==> src/rtl/keypad_scan_ctrl.sv <==
`default_nettype none
`timescale 1ns/1ps
// ============================================================================
//  Module   : keypad_scan_ctrl
//  Brief    : 4x4 keypad scan sequencer. Clears the scanner via the
//             kpdreset/resetkpd handshake, waits one column scan, samples and
//             debounces keydata, and queues each new press in a small FIFO
//             read through a valid/ready handshake.
//  Revision : 1.0 - initial release
// ============================================================================
module keypad_scan_ctrl #(
    parameter int SCAN_CYCLES = 12,  // clocks waited after release (>=10)
    parameter int DEBOUNCE    = 3,   // equal samples for press / release
    parameter int FIFO_DEPTH  = 4,   // power of 2, >=2
    parameter int ACK_TIMEOUT = 16   // clocks allowed per resetkpd edge
) (
    input  logic       clk,
    input  logic       reset_n,
    input  logic       enable,
    output logic       kpdreset,
    input  logic       resetkpd,
    input  logic [7:0] keydata,
    output logic [7:0] key_out,
    output logic       key_valid,
    input  logic       key_ready,
    output logic       overflow,
    output logic       ack_err,
    output logic       busy
);

    localparam int c_PTR_W  = (FIFO_DEPTH > 2) ? $clog2(FIFO_DEPTH) : 1;
    localparam int c_CNT_W  = $clog2(FIFO_DEPTH + 1);
    localparam int c_DB_W   = $clog2(DEBOUNCE + 1);
    localparam int c_WAIT_W = (SCAN_CYCLES > 2) ? $clog2(SCAN_CYCLES) : 1;
    localparam int c_ACK_W  = (ACK_TIMEOUT > 2) ? $clog2(ACK_TIMEOUT) : 1;

    typedef enum logic [2:0] {
        S_IDLE    = 3'd0,
        S_CLEAR   = 3'd1,
        S_RELEASE = 3'd2,
        S_WAIT    = 3'd3,
        S_SAMPLE  = 3'd4
    } state_t;

    state_t              r_state;
    state_t              w_state_nxt;
    logic                w_timeout;
    logic                w_sample;
    logic [c_ACK_W-1:0]  r_ack_cnt;
    logic [c_WAIT_W-1:0] r_wait_cnt;

    logic [7:0]          r_cand;
    logic [c_DB_W-1:0]   r_cnt;
    logic [c_DB_W-1:0]   r_rel_cnt;
    logic                r_locked;
    logic [7:0]          w_cand_nxt;
    logic [c_DB_W-1:0]   w_cnt_nxt;
    logic [c_DB_W-1:0]   w_rel_nxt;
    logic                w_locked_nxt;
    logic                w_push;

    logic [7:0]          r_mem [FIFO_DEPTH];
    logic [c_PTR_W-1:0]  r_wr_ptr;
    logic [c_PTR_W-1:0]  r_rd_ptr;
    logic [c_CNT_W-1:0]  r_count;
    logic                w_full;
    logic                w_pop;
    logic                w_push_ok;

    // State register
    always_ff @(posedge clk) begin
        if (!reset_n) r_state <= S_IDLE;
        else          r_state <= w_state_nxt;
    end

    // Next-state and state-decoded outputs; ack wins over a same-cycle timeout
    always_comb begin
        w_state_nxt = r_state;
        w_timeout   = 1'b0;
        w_sample    = 1'b0;
        kpdreset    = 1'b0;
        busy        = (r_state != S_IDLE);
        case (r_state)
            S_IDLE: begin
                if (enable) w_state_nxt = S_CLEAR;
            end
            S_CLEAR: begin
                kpdreset = 1'b1;
                if (resetkpd) begin
                    w_state_nxt = S_RELEASE;
                end else if (r_ack_cnt == c_ACK_W'(ACK_TIMEOUT - 1)) begin
                    w_state_nxt = S_IDLE;
                    w_timeout   = 1'b1;
                end
            end
            S_RELEASE: begin
                if (!resetkpd) begin
                    w_state_nxt = S_WAIT;
                end else if (r_ack_cnt == c_ACK_W'(ACK_TIMEOUT - 1)) begin
                    w_state_nxt = S_IDLE;
                    w_timeout   = 1'b1;
                end
            end
            S_WAIT: begin
                if (r_wait_cnt == c_WAIT_W'(SCAN_CYCLES - 1)) w_state_nxt = S_SAMPLE;
            end
            S_SAMPLE: begin
                w_sample    = 1'b1;
                w_state_nxt = enable ? S_CLEAR : S_IDLE;
            end
            default: w_state_nxt = S_IDLE;
        endcase
    end

    // Handshake and scan timers restart on every state entry
    always_ff @(posedge clk) begin
        if (!reset_n) begin
            r_ack_cnt  <= '0;
            r_wait_cnt <= '0;
            ack_err    <= 1'b0;
        end else begin
            if ((r_state == S_CLEAR || r_state == S_RELEASE) && w_state_nxt == r_state)
                r_ack_cnt <= r_ack_cnt + c_ACK_W'(1);
            else
                r_ack_cnt <= '0;
            if (r_state == S_WAIT && w_state_nxt == S_WAIT)
                r_wait_cnt <= r_wait_cnt + c_WAIT_W'(1);
            else
                r_wait_cnt <= '0;
            if (w_timeout) ack_err <= 1'b1;
        end
    end

    // Debounce: a press fires once when the new count reaches DEBOUNCE unlocked
    always_comb begin
        w_cand_nxt   = r_cand;
        w_cnt_nxt    = r_cnt;
        w_rel_nxt    = r_rel_cnt;
        w_locked_nxt = r_locked;
        w_push       = 1'b0;
        if (w_sample) begin
            if (keydata != 8'h00) begin
                w_rel_nxt = '0;
                if (keydata == r_cand) begin
                    if (r_cnt != c_DB_W'(DEBOUNCE)) w_cnt_nxt = r_cnt + c_DB_W'(1);
                end else begin
                    w_cand_nxt = keydata;
                    w_cnt_nxt  = c_DB_W'(1);
                end
                if (w_cnt_nxt == c_DB_W'(DEBOUNCE) && !r_locked) begin
                    w_push       = 1'b1;
                    w_locked_nxt = 1'b1;
                end
            end else begin
                w_cand_nxt = 8'h00;
                w_cnt_nxt  = '0;
                if (r_rel_cnt != c_DB_W'(DEBOUNCE)) w_rel_nxt = r_rel_cnt + c_DB_W'(1);
                if (w_rel_nxt == c_DB_W'(DEBOUNCE)) w_locked_nxt = 1'b0;
            end
        end
    end

    // Debounce state registers
    always_ff @(posedge clk) begin
        if (!reset_n) begin
            r_cand    <= 8'h00;
            r_cnt     <= '0;
            r_rel_cnt <= '0;
            r_locked  <= 1'b0;
        end else begin
            r_cand    <= w_cand_nxt;
            r_cnt     <= w_cnt_nxt;
            r_rel_cnt <= w_rel_nxt;
            r_locked  <= w_locked_nxt;
        end
    end

    // FIFO status; a full FIFO still accepts a push when the head pops together
    assign key_valid = (r_count != '0);
    assign w_full    = (r_count == c_CNT_W'(FIFO_DEPTH));
    assign w_pop     = key_valid & key_ready;
    assign w_push_ok = w_push & (~w_full | w_pop);
    assign key_out   = key_valid ? r_mem[r_rd_ptr] : 8'h00;

    // FIFO storage (contents are masked by key_valid, so no reset needed)
    always_ff @(posedge clk) begin
        if (w_push_ok) r_mem[r_wr_ptr] <= w_cand_nxt;
    end

    // FIFO pointers, occupancy and sticky overflow
    always_ff @(posedge clk) begin
        if (!reset_n) begin
            r_wr_ptr <= '0;
            r_rd_ptr <= '0;
            r_count  <= '0;
            overflow <= 1'b0;
        end else begin
            if (w_push_ok) r_wr_ptr <= r_wr_ptr + c_PTR_W'(1);
            if (w_pop)     r_rd_ptr <= r_rd_ptr + c_PTR_W'(1);
            if (w_push_ok && !w_pop)      r_count <= r_count + c_CNT_W'(1);
            else if (!w_push_ok && w_pop) r_count <= r_count - c_CNT_W'(1);
            if (w_push && !w_push_ok) overflow <= 1'b1;
        end
    end

endmodule
`default_nettype wire

==> config.mk <==
export PLATFORM = sky130hd
export DESIGN_NAME = keypad_scan_ctrl
export DESIGN_NICKNAME = d
export VERILOG_FILES = /design/src/rtl/keypad_scan_ctrl.sv
export SDC_FILE = /design/constraint.sdc
export NUM_CORES = 1
export LEC_CHECK = 0
export BUFFER_PORTS_ARGS = -buffer_cell sky130_fd_sc_hd__buf_2
export CORE_MARGIN = 2
export CORE_UTILIZATION = 33
export DETAILED_ROUTE_END_ITERATION = 6
export GPL_TIMING_DRIVEN = 0
export PLACE_DENSITY = 0.59
export SETUP_SLACK_MARGIN = 0.05
export SYNTH_ARGS = -nofsm -noshare
export SYNTH_HDL_FRONTEND = slang
export SYNTH_SLANG_ARGS = --single-unit
==> constraint.sdc <==
create_clock -name clk -period 3.4 [get_ports clk]
set_input_delay 0.34 -clock clk [delete_from_list [all_inputs] [get_ports clk]]
set_output_delay 0.34 -clock clk [all_outputs]
set_load 0.01 [all_outputs]
Word level (Yosys, flattened, before mapping)
Memories as Yosys holds them, arrays and structs flattened. A register that Yosys moved wholly into a read port is not among the register bits. Index checks and enable logic that the tools add are counted.

Bits in registers: 33. RAM bits: 32. Logic and storage cells: 97. Memories kept: 1.

Add/subtract/negate cells: 8. Eq/ne operators: 15. Muxes and demuxes: 38. Bitwise gates (word level): 4. Reduce and logical (&&, ||, !) cells: 19.

Memories: r_mem (words 4, bits a word 8, read ports 1, clocked after memory_dff 1, wr ports 1, line 62) `logic [7:0] r_mem [FIFO_DEPTH];`.

Operators with widths (count): 8-bit two-way mux (4); 2-bit two-way mux (11); 3-bit two-way mux (7); 3-bit case mux with 5 select lines (1); 1-bit two-way mux (14); 3-bit by 2-bit equality test with 1-bit output, second input constant (3); 2-bit by 1-bit adder with 2-bit output, second input constant (4); 4-bit by 1-bit adder with 4-bit output, second input constant (2); 4-bit equality test, second input constant (2); 8-bit equality test (1); 8-bit nonzero test (1); 3-bit equality test, second input constant (2); 1-bit logical AND (6); 3-bit nonzero test (2); 2-bit equality test, second input constant (2); 2-bit != test, second input constant (2); 2-bit AND reduction (2); 2-bit nonzero test (2); 3-bit by 1-bit adder with 3-bit output, second input constant (1); 3-bit by 1-bit equality test with 1-bit output, second input constant (1); 3-bit equality test (1); 1-bit zero test (3); 3-bit zero test (1); 3-bit AND reduction (1); 7 further kinds (8).

Logic depth before layout (Yosys ltp)
Gate-level depths: netlist of the first run.

Word-level depth: 15. Mapped depth: 10. Depth with buffers taken out: 9.

Worst setup path before layout of the first run
No wires, ideal clock.

Kind: flip-flop to flip-flop. Start point: register r_state[0]. End point: register r_count[2]. Setup time: 0.076 ns. Arrival: 2.392 ns. Required time: 3.324 ns. Setup slack: 0.932 ns. Cell stages (with the launch flop): 11. Buffers on the path: 1. Clock period less this slack: 2.468 ns. Cells stage by stage: dfxtp_1 buf_2 nor3b_4 o211ai_2 nor4_2 ha_1 inv_1 fa_1 xor2_1 or3_1 a21boi_0.

Word-level cells in the longest chain between the ends: 7. Elaborated cells between the ends (all ways): 9. Those cells by class: 1 x eq/ne; 3 x mux; 1 x bitwise; 4 x reduce/logical.

RTL lines: start: declaration (line 45) `state_t r_state;`; start signal: assignment (line 73) `else r_state <= w_state_nxt;`; 3-bit equality test (*) (line 83) `case (r_state)`; 1-bit two-way mux (*) (line 83); 1-bit two-way mux (*) (line 141) `if (w_sample) begin`; 1-bit bitwise AND (*) (line 182) `assign w_push_ok = w_push & (~w_full | w_pop);`; net w_push_ok (line 68) `logic w_push_ok;`; 1-bit zero test (line 201) `else if (!w_push_ok && w_pop) r_count <= r_count - c_CNT_W'(1);`; 1-bit logical AND (line 201); 2-bit nonzero test (no line); end signal: assignment (line 200) `if (w_push_ok && !w_pop) r_count <= r_count + c_CNT_W'(1);`; end signal: assignment (line 201); end: declaration (line 65) `logic [c_CNT_W-1:0] r_count;`.

The timed path passes the listed nets; every way through them passes the cells marked *. A chain may end at the register's enable or synchronous reset.

Worst setup path after layout of the first run
Start point: register r_state[2]. End point: register r_count[2].

Same word-level chain as after synthesis.

==> results of run 1 <==
flip-flops by register name, indices dropped and copies added, names as in the netlist, named ones only:
name,count
r_locked,1
r_ack_cnt,4
r_wr_ptr,2
r_rel_cnt,2
overflow,1
r_wait_cnt,4
r_mem,32
r_cnt,2
r_rd_ptr,2
r_state,3
ack_err,1
r_cand,8
r_count,3
cell usage after synthesis (2+ instances only):
cell type / number / area, um^2
a21boi_0: 2 / 15.0
a21oi_1: 4 / 20.0
and2_1: 16 / 100
buf_2: 3 / 15.0
buf_6: 2 / 22.5
clkbuf_1: 5 / 18.8
dfxtp_1: 35 / 701
edfxtp_1: 32 / 961
ha_1: 7 / 87.6
inv_1: 6 / 22.5
mux2_2: 7 / 78.8
mux2i_1: 12 / 120
mux4_2: 8 / 180
nand2_1: 28 / 105
nand2b_1: 5 / 31.3
nand3_1: 4 / 20.0
nand3b_1: 2 / 15.0
nand4_1: 2 / 12.5
nor2_1: 13 / 48.8
nor2b_1: 3 / 18.8
nor3_1: 2 / 10.0
nor3b_1: 2 / 15.0
nor4_2: 2 / 25.0
o21a_1: 5 / 37.5
o21ai_0: 2 / 10.0
or3_1: 5 / 31.3
or4_4: 2 / 22.5
xnor2_1: 12 / 105
xor2_1: 3 / 26.3
final timing paths:
kind	from	endpoint	slack (ns)	cells after the start
worst max-delay path	r_state[2]$_SDFF_PN0_	r_count[2]$_SDFFE_PN0P_	0.60	9
worst min-delay path	keydata[4]	r_cand[4]$_SDFF_PN0_	0.28	3
worst max register to register	r_state[2]$_SDFF_PN0_	r_count[2]$_SDFFE_PN0P_	0.60	9
worst min register to register	r_wait_cnt[0]$_SDFF_PN0_	r_wait_cnt[0]$_SDFF_PN0_	0.45	1
final cells by class:
type / instances / area [um^2] / share of cell area (%)
flip-flops and latches: 67 / 1660 / 46.5
multi-input cells: 166 / 1330 / 37.2
repair buffers: 24 / 120 / 3.36
clock inverters: 7 / 100 / 2.80
well taps: 111 / 139 / 3.89
clock buffers: 9 / 124 / 3.47
plain buffers: 11 / 76.3 / 2.14
inverters: 6 / 22.5 / 0.631
worst register-to-register path: cells and delay by family, from the launching register on:
| family | cells | cell delay (ns) |
|---|---|---|
| and+or+nand+nor | 3 | 1.09 |
| adders and majority gates | 2 | 0.64 |
| buffers and inverters | 1 | 0.06 |
| DFF | 1 | 0.47 |
| xor gates and xnor gates | 1 | 0.15 |
| AOI/OAI and AO/OA | 2 | 0.33 |
routing by layer:
layer	vias up	GRT usage [%]	share of wire, %
li1	963	-	-
met1	877	14.0	47
met2	23	18.4	48
met3	9	3.61	3.5
met4	0	4.74	1.5
met5	-	0	0
logic make-up after synthesis:
family | count (synthesis) | synth area share, %
flops | 67 | 53.8
mux | 28 | 12.8
simple gates | 93 | 17.1
compound gates | 22 | 5.31
fa+ha+maj | 8 | 3.49
buf+inv | 17 | 3.20
xor+xnor | 15 | 4.26
stage by stage:
step | cell area, um^2 | setup WS, ns | cells
floorplan | 3090 | 0.932 | 250
global placement | 3350 | 0.596 | 385
detailed placement | 3350 | 0.592 | 385
CTS | 3570 | 0.561 | 401
global route | 3570 | 0.347 | 401
finish | 3570 | 0.598 | 401
power by group:
part / internal, uW / total, uW / leakage (uW) / switching [uW]
registers: 870 / 897 / 0.000611 / 26.5
logic: 196 / 397 / 0.000585 / 202
clock network: 418 / 735 / 0.000110 / 316
total: 1480 / 2030 / 0.00131 / 545
==> flow_summary.yaml, run 1 <==
clocking:
  htreeDepth: 3
  cts_made_buffers: 9
  hold_buffers: 0
  clockBufferDepth: 2
  cts.sink_count: 67
  cts_resized: 0
  cts_tree: "done"
  post_cts_buffers: 0
  clkTransAtPathRegs_ns: 0.08
  clock_latency_ns: 0.34
  clock-root-buffer: "clkbuf_8"
cells_and_area:
  final_common_cell: "dfxtp_1"
  n_fill_cell: 869
  drive_above_1_share_pct: 25.5
  antennaDiodeCount: 0
  area_growth_pct: 15.6
  nets: 306
  layout_common_cells: "35 x dfxtp_1, 32 x edfxtp_1, 28 x nand2_1"
  final_util_pct: 39.0
synth:
  yosysWarnings: 0
  synthCells: 250
  ys_seq_area_share_pct: 53.8
  synth_edf_count: 32
  synth_cell_types: 48
  syn_nets: 271
  synth_area_um2: 3090
  ys.flop_type: "dfxtp_1"
  async_reset_ff_share_pct: 0
  synth_seq_cells: 67
  syn_avg_cell_area_um2: 12.3
detailed_routing:
  via_count: 1872
  dr.pass1.iters: 4
  drt_iter0_drc: 79
  post-route-drc-count: 0
  routedWlPerCell_um: 13.4
  postRouteAntennaNets: 0
  vias_per_cell: 4.67
  wl_um: 5380
timing:
  finalClockSkew_ns: 0.00706
  finalCriticalPeriod_ns: 2.80
  max_freq_ghz: 0.357
  maxSlewViolCount: 0
  setup_tns_ns: 0
  hold_violations: 0
  rsz0062_at_grt: "no"
  timing.final.crit_share_pct: 82.4
  setup_viol: 0
  whs_ns: 0.278
  worst_pin_slew_ns: 0.584
  maxSlewHeadroom_pct: 60.5
global_route:
  grt_usage_pct: 11.3
  antenna_found_initial: 0
  grt_max_degree: 14
  grt_pass1_vias: 1764
  overflow: 0
  grt_pass1_wl_um: 8690
outcome:
  status: "complete, no violations"
setup_path:
  crit_family: "simple AND/OR/NAND/NOR gates"
  path_buf_inv: 1
  arrival_ns: 3.07
  startpoint_type: "flop"
  path_cells: "nor3b_4 > o211ai_2 > nor4_2 > ha_1 > inv_1 > fa_1 > xor2_1 > or3_1 > a21boi_0"
  slowest_stage: "dfxtp_1"
  slowest_delay_ns: 0.47
  crit_type: "flop to flop"
  required_ns: 3.67
  crit_fanout: 9
  crit_path_end_kind: "flop"
die:
  die_y_um: 101
  io_pins: 26
  num_rows: 35
  die_w_um: 101
  fp.dieArea_um2: 10100
  core_area_um2: 9150
  start_util_pct: 33.7
pwr:
  p_per_area_nw_per_um2: 568
  power.total_uw: 2030
  leakage_uw: 0.00131
  vdd_drop_max_mv: 0.233
place:
  globalplace.congestion: 0.738
  io_buffer_count: 24
  place_hpwl_um: 3860
job:
  drv_cap: 0
worst_hold_path:
  hp-class: "primary input to flop"
Note: power is estimated with default switching activity, not from simulation.
==> run 2, diff against run 1 <==
==> constraint.sdc (replaced) <==
create_clock -name clk -period 2.7 [get_ports clk]
set_input_delay 0.27 -clock clk [delete_from_list [all_inputs] [get_ports clk]]
set_output_delay 0.27 -clock clk [all_outputs]
set_load 0.01 [all_outputs]
==> flow_summary.yaml, run 2 (synthesis results as in run 1) <==
clocking:
  cts_made_buffers: 9
  htreeDepth: 3
  cts.sink_count: 67
  clkTransAtPathRegs_ns: 0.08
  clockBufferDepth: 2
  cts_tree: "done"
  clock_latency_ns: 0.34
  clock-root-buffer: "clkbuf_8"
setup_path:
  rrSetupSlack_ns: 0.24
  required_ns: 2.97
  slowest_stage: "fa_1"
  crit_type: "flop to flop"
  slowest_delay_ns: 0.36
  arrival_ns: 2.73
  startpoint_type: "flop"
  crit_path_end_kind: "flop"
  path_cells: "buf_4 > nor3b_4 > o211ai_2 > nor4_4 > ha_2 > inv_1 > fa_1 > xor2_1 > or3_1 > a21boi_0"
  crit_fanout: 10
pwr:
  power.total_uw: 2570
  power.internal_uw: 1870
  leakage_uw: 0.00133
  p_sw_uw: 695
  clockPowerShare_pct: 36.2
  p_per_area_nw_per_um2: 709
  vdd_drop_max_mv: 0.293
  pwr-share-seq_pct: 44.0
  netSwitchingFraction_pct: 27.1
  comb_power_share_pct: 19.8
die:
  fp.dieArea_um2: 10100
  start_util_pct: 33.7
  io_pins: 26
  die_y_um: 101
  num_rows: 35
  die_w_um: 101
  core_area_um2: 9150
place:
  placed_cells: 385
  place_hpwl_um: 3860
  io_buffer_count: 24
  globalplace.congestion: 0.738
detailed_routing:
  dr.pass1.iters: 4
  drt_iter0_drc: 82
  routedWlPerCell_um: 13.6
  postRouteAntennaNets: 0
  vias_per_cell: 4.67
  via_count: 1896
  post-route-drc-count: 0
  wl_um: 5500
global_route:
  grt_pass1_wl_um: 8770
  overflow: 0
  grt_max_degree: 14
  grt_usage_pct: 11.4
  grt_pass1_vias: 1767
  antenna_found_initial: 0
cells_and_area:
  top_register: "r_mem"
  largest_reg_flops: 32
  final_common_cell: "dfxtp_1"
  n_fill_cell: 865
  drive_above_1_share_pct: 27.5
  nets: 311
  finalNonFillerCells: 406
  antennaDiodeCount: 0
  reg_top3: "r_mem: 32 flops, r_cand: 8 flops"
  area_growth_pct: 17.3
  layout_common_cells: "34 x dfxtp_1, 32 x edfxtp_1, 28 x nand2_1"
timing:
  setup_tns_ns: 0
  maxSlewHeadroom_pct: 49.2
  maxSlewViolCount: 0
  max_freq_ghz: 0.407
  timing.final.crit_share_pct: 91.1
  hold_violations: 0
  rsz0062_at_grt: "no"
  finalClockSkew_ns: 0.00803
  finalCriticalPeriod_ns: 2.46
  setup_viol: 0
  worst_pin_slew_ns: 0.752
outcome:
  status: "complete, no violations"
job:
  drv_cap: 0
worst_hold_path:
  hp-class: "primary input to flop"
==> run 2: changes by cell type in the layout (fill, tap and decap cells not counted) <==
cell and change:
nor4_2 -1, buf_2 -1, buf_4 +6, dfxtp_2 +1
ha_2 +1, dfxtp_1 -1, nor4_4 +1, ha_1 -1
==> run 2: power by group through the flow <==
| stage | Sequential [uW] | Clock [uW] | Combinational [uW] |
|---|---|---|---|
| global route | 1140 | 992 | 576 |
| floorplan | 1140 | 0 | 368 |
| global placement | 1150 | 0 | 506 |
| detailed placement | 1150 | 0 | 517 |
| CTS | 1130 | 955 | 520 |
| finish | 1130 | 929 | 509 |
==> run 2: what timing repair did <==
action                                 in CTS  in global routing
setup endpoints to repair                   1                  1
pin swaps                                   0                  4
gates resized for setup                     1                  4
endpoints found under the hold margin       0                  0
setup buffers                               1                  4
hold buffers                                0                  0
==> run 2: cell type report <==
cell class / instances / area, um^2 / share of cell area, %
buffer: 11 / 78.8 / 2.18
sequential: 67 / 1660 / 45.9
multi-input combinational: 166 / 1340 / 36.9
timing repair buffer: 29 / 158 / 4.35
inverter: 6 / 22.5 / 0.622
clock inverter: 7 / 100 / 2.76
tap: 111 / 139 / 3.83
clock buffer: 9 / 124 / 3.42
==> run 2: final timing paths <==
| kind | endpoint | from | cells after the start |
|---|---|---|---|
| max | r_count[2]$_SDFFE_PN0P_ | r_state[0]$_SDFF_PN0_ | 10 |
| min | r_cand[4]$_SDFF_PN0_ | keydata[4] | 3 |
| max reg2reg | r_count[2]$_SDFFE_PN0P_ | r_state[0]$_SDFF_PN0_ | 10 |
| min reg2reg | r_wait_cnt[0]$_SDFF_PN0_ | r_wait_cnt[0]$_SDFF_PN0_ | 1 |
==> run 2: critical path: cells and delay by family, from the launching register on <==
family | cells | cell delay [ns]
AOI/OAI and AO/OA | 2 | 0.30
xor gates and xnor gates | 1 | 0.16
adders and majority gates | 2 | 0.60
buffers and inverters | 2 | 0.21
DFF | 1 | 0.30
and+or+nand+nor | 3 | 0.82
==> run 2: per-stage QoR <==
step	instance area (um^2)	worst slack, ns	utilization, %	hold WS, ns
6_report	3620	0.241	39.6	0.208
5_1_grt	3620	0.0216	39.6	0.197
3_3_place_gp	3350	-0.0929	36.6	0.432
2_1_floorplan	3090	0.232	-	0.412
3_5_place_dp	3350	-0.108	36.6	0.449
4_1_cts	3590	0.122	39.2	0.189
==> run 2: layer usage <==
layer	part of all wire [%]	up-vias	GRT usage, %
met2	48	25	18.4
li1	-	974	-
met3	3.6	8	3.61
met5	0	-	0
met4	1.4	0	4.74
met1	47	889	14.1
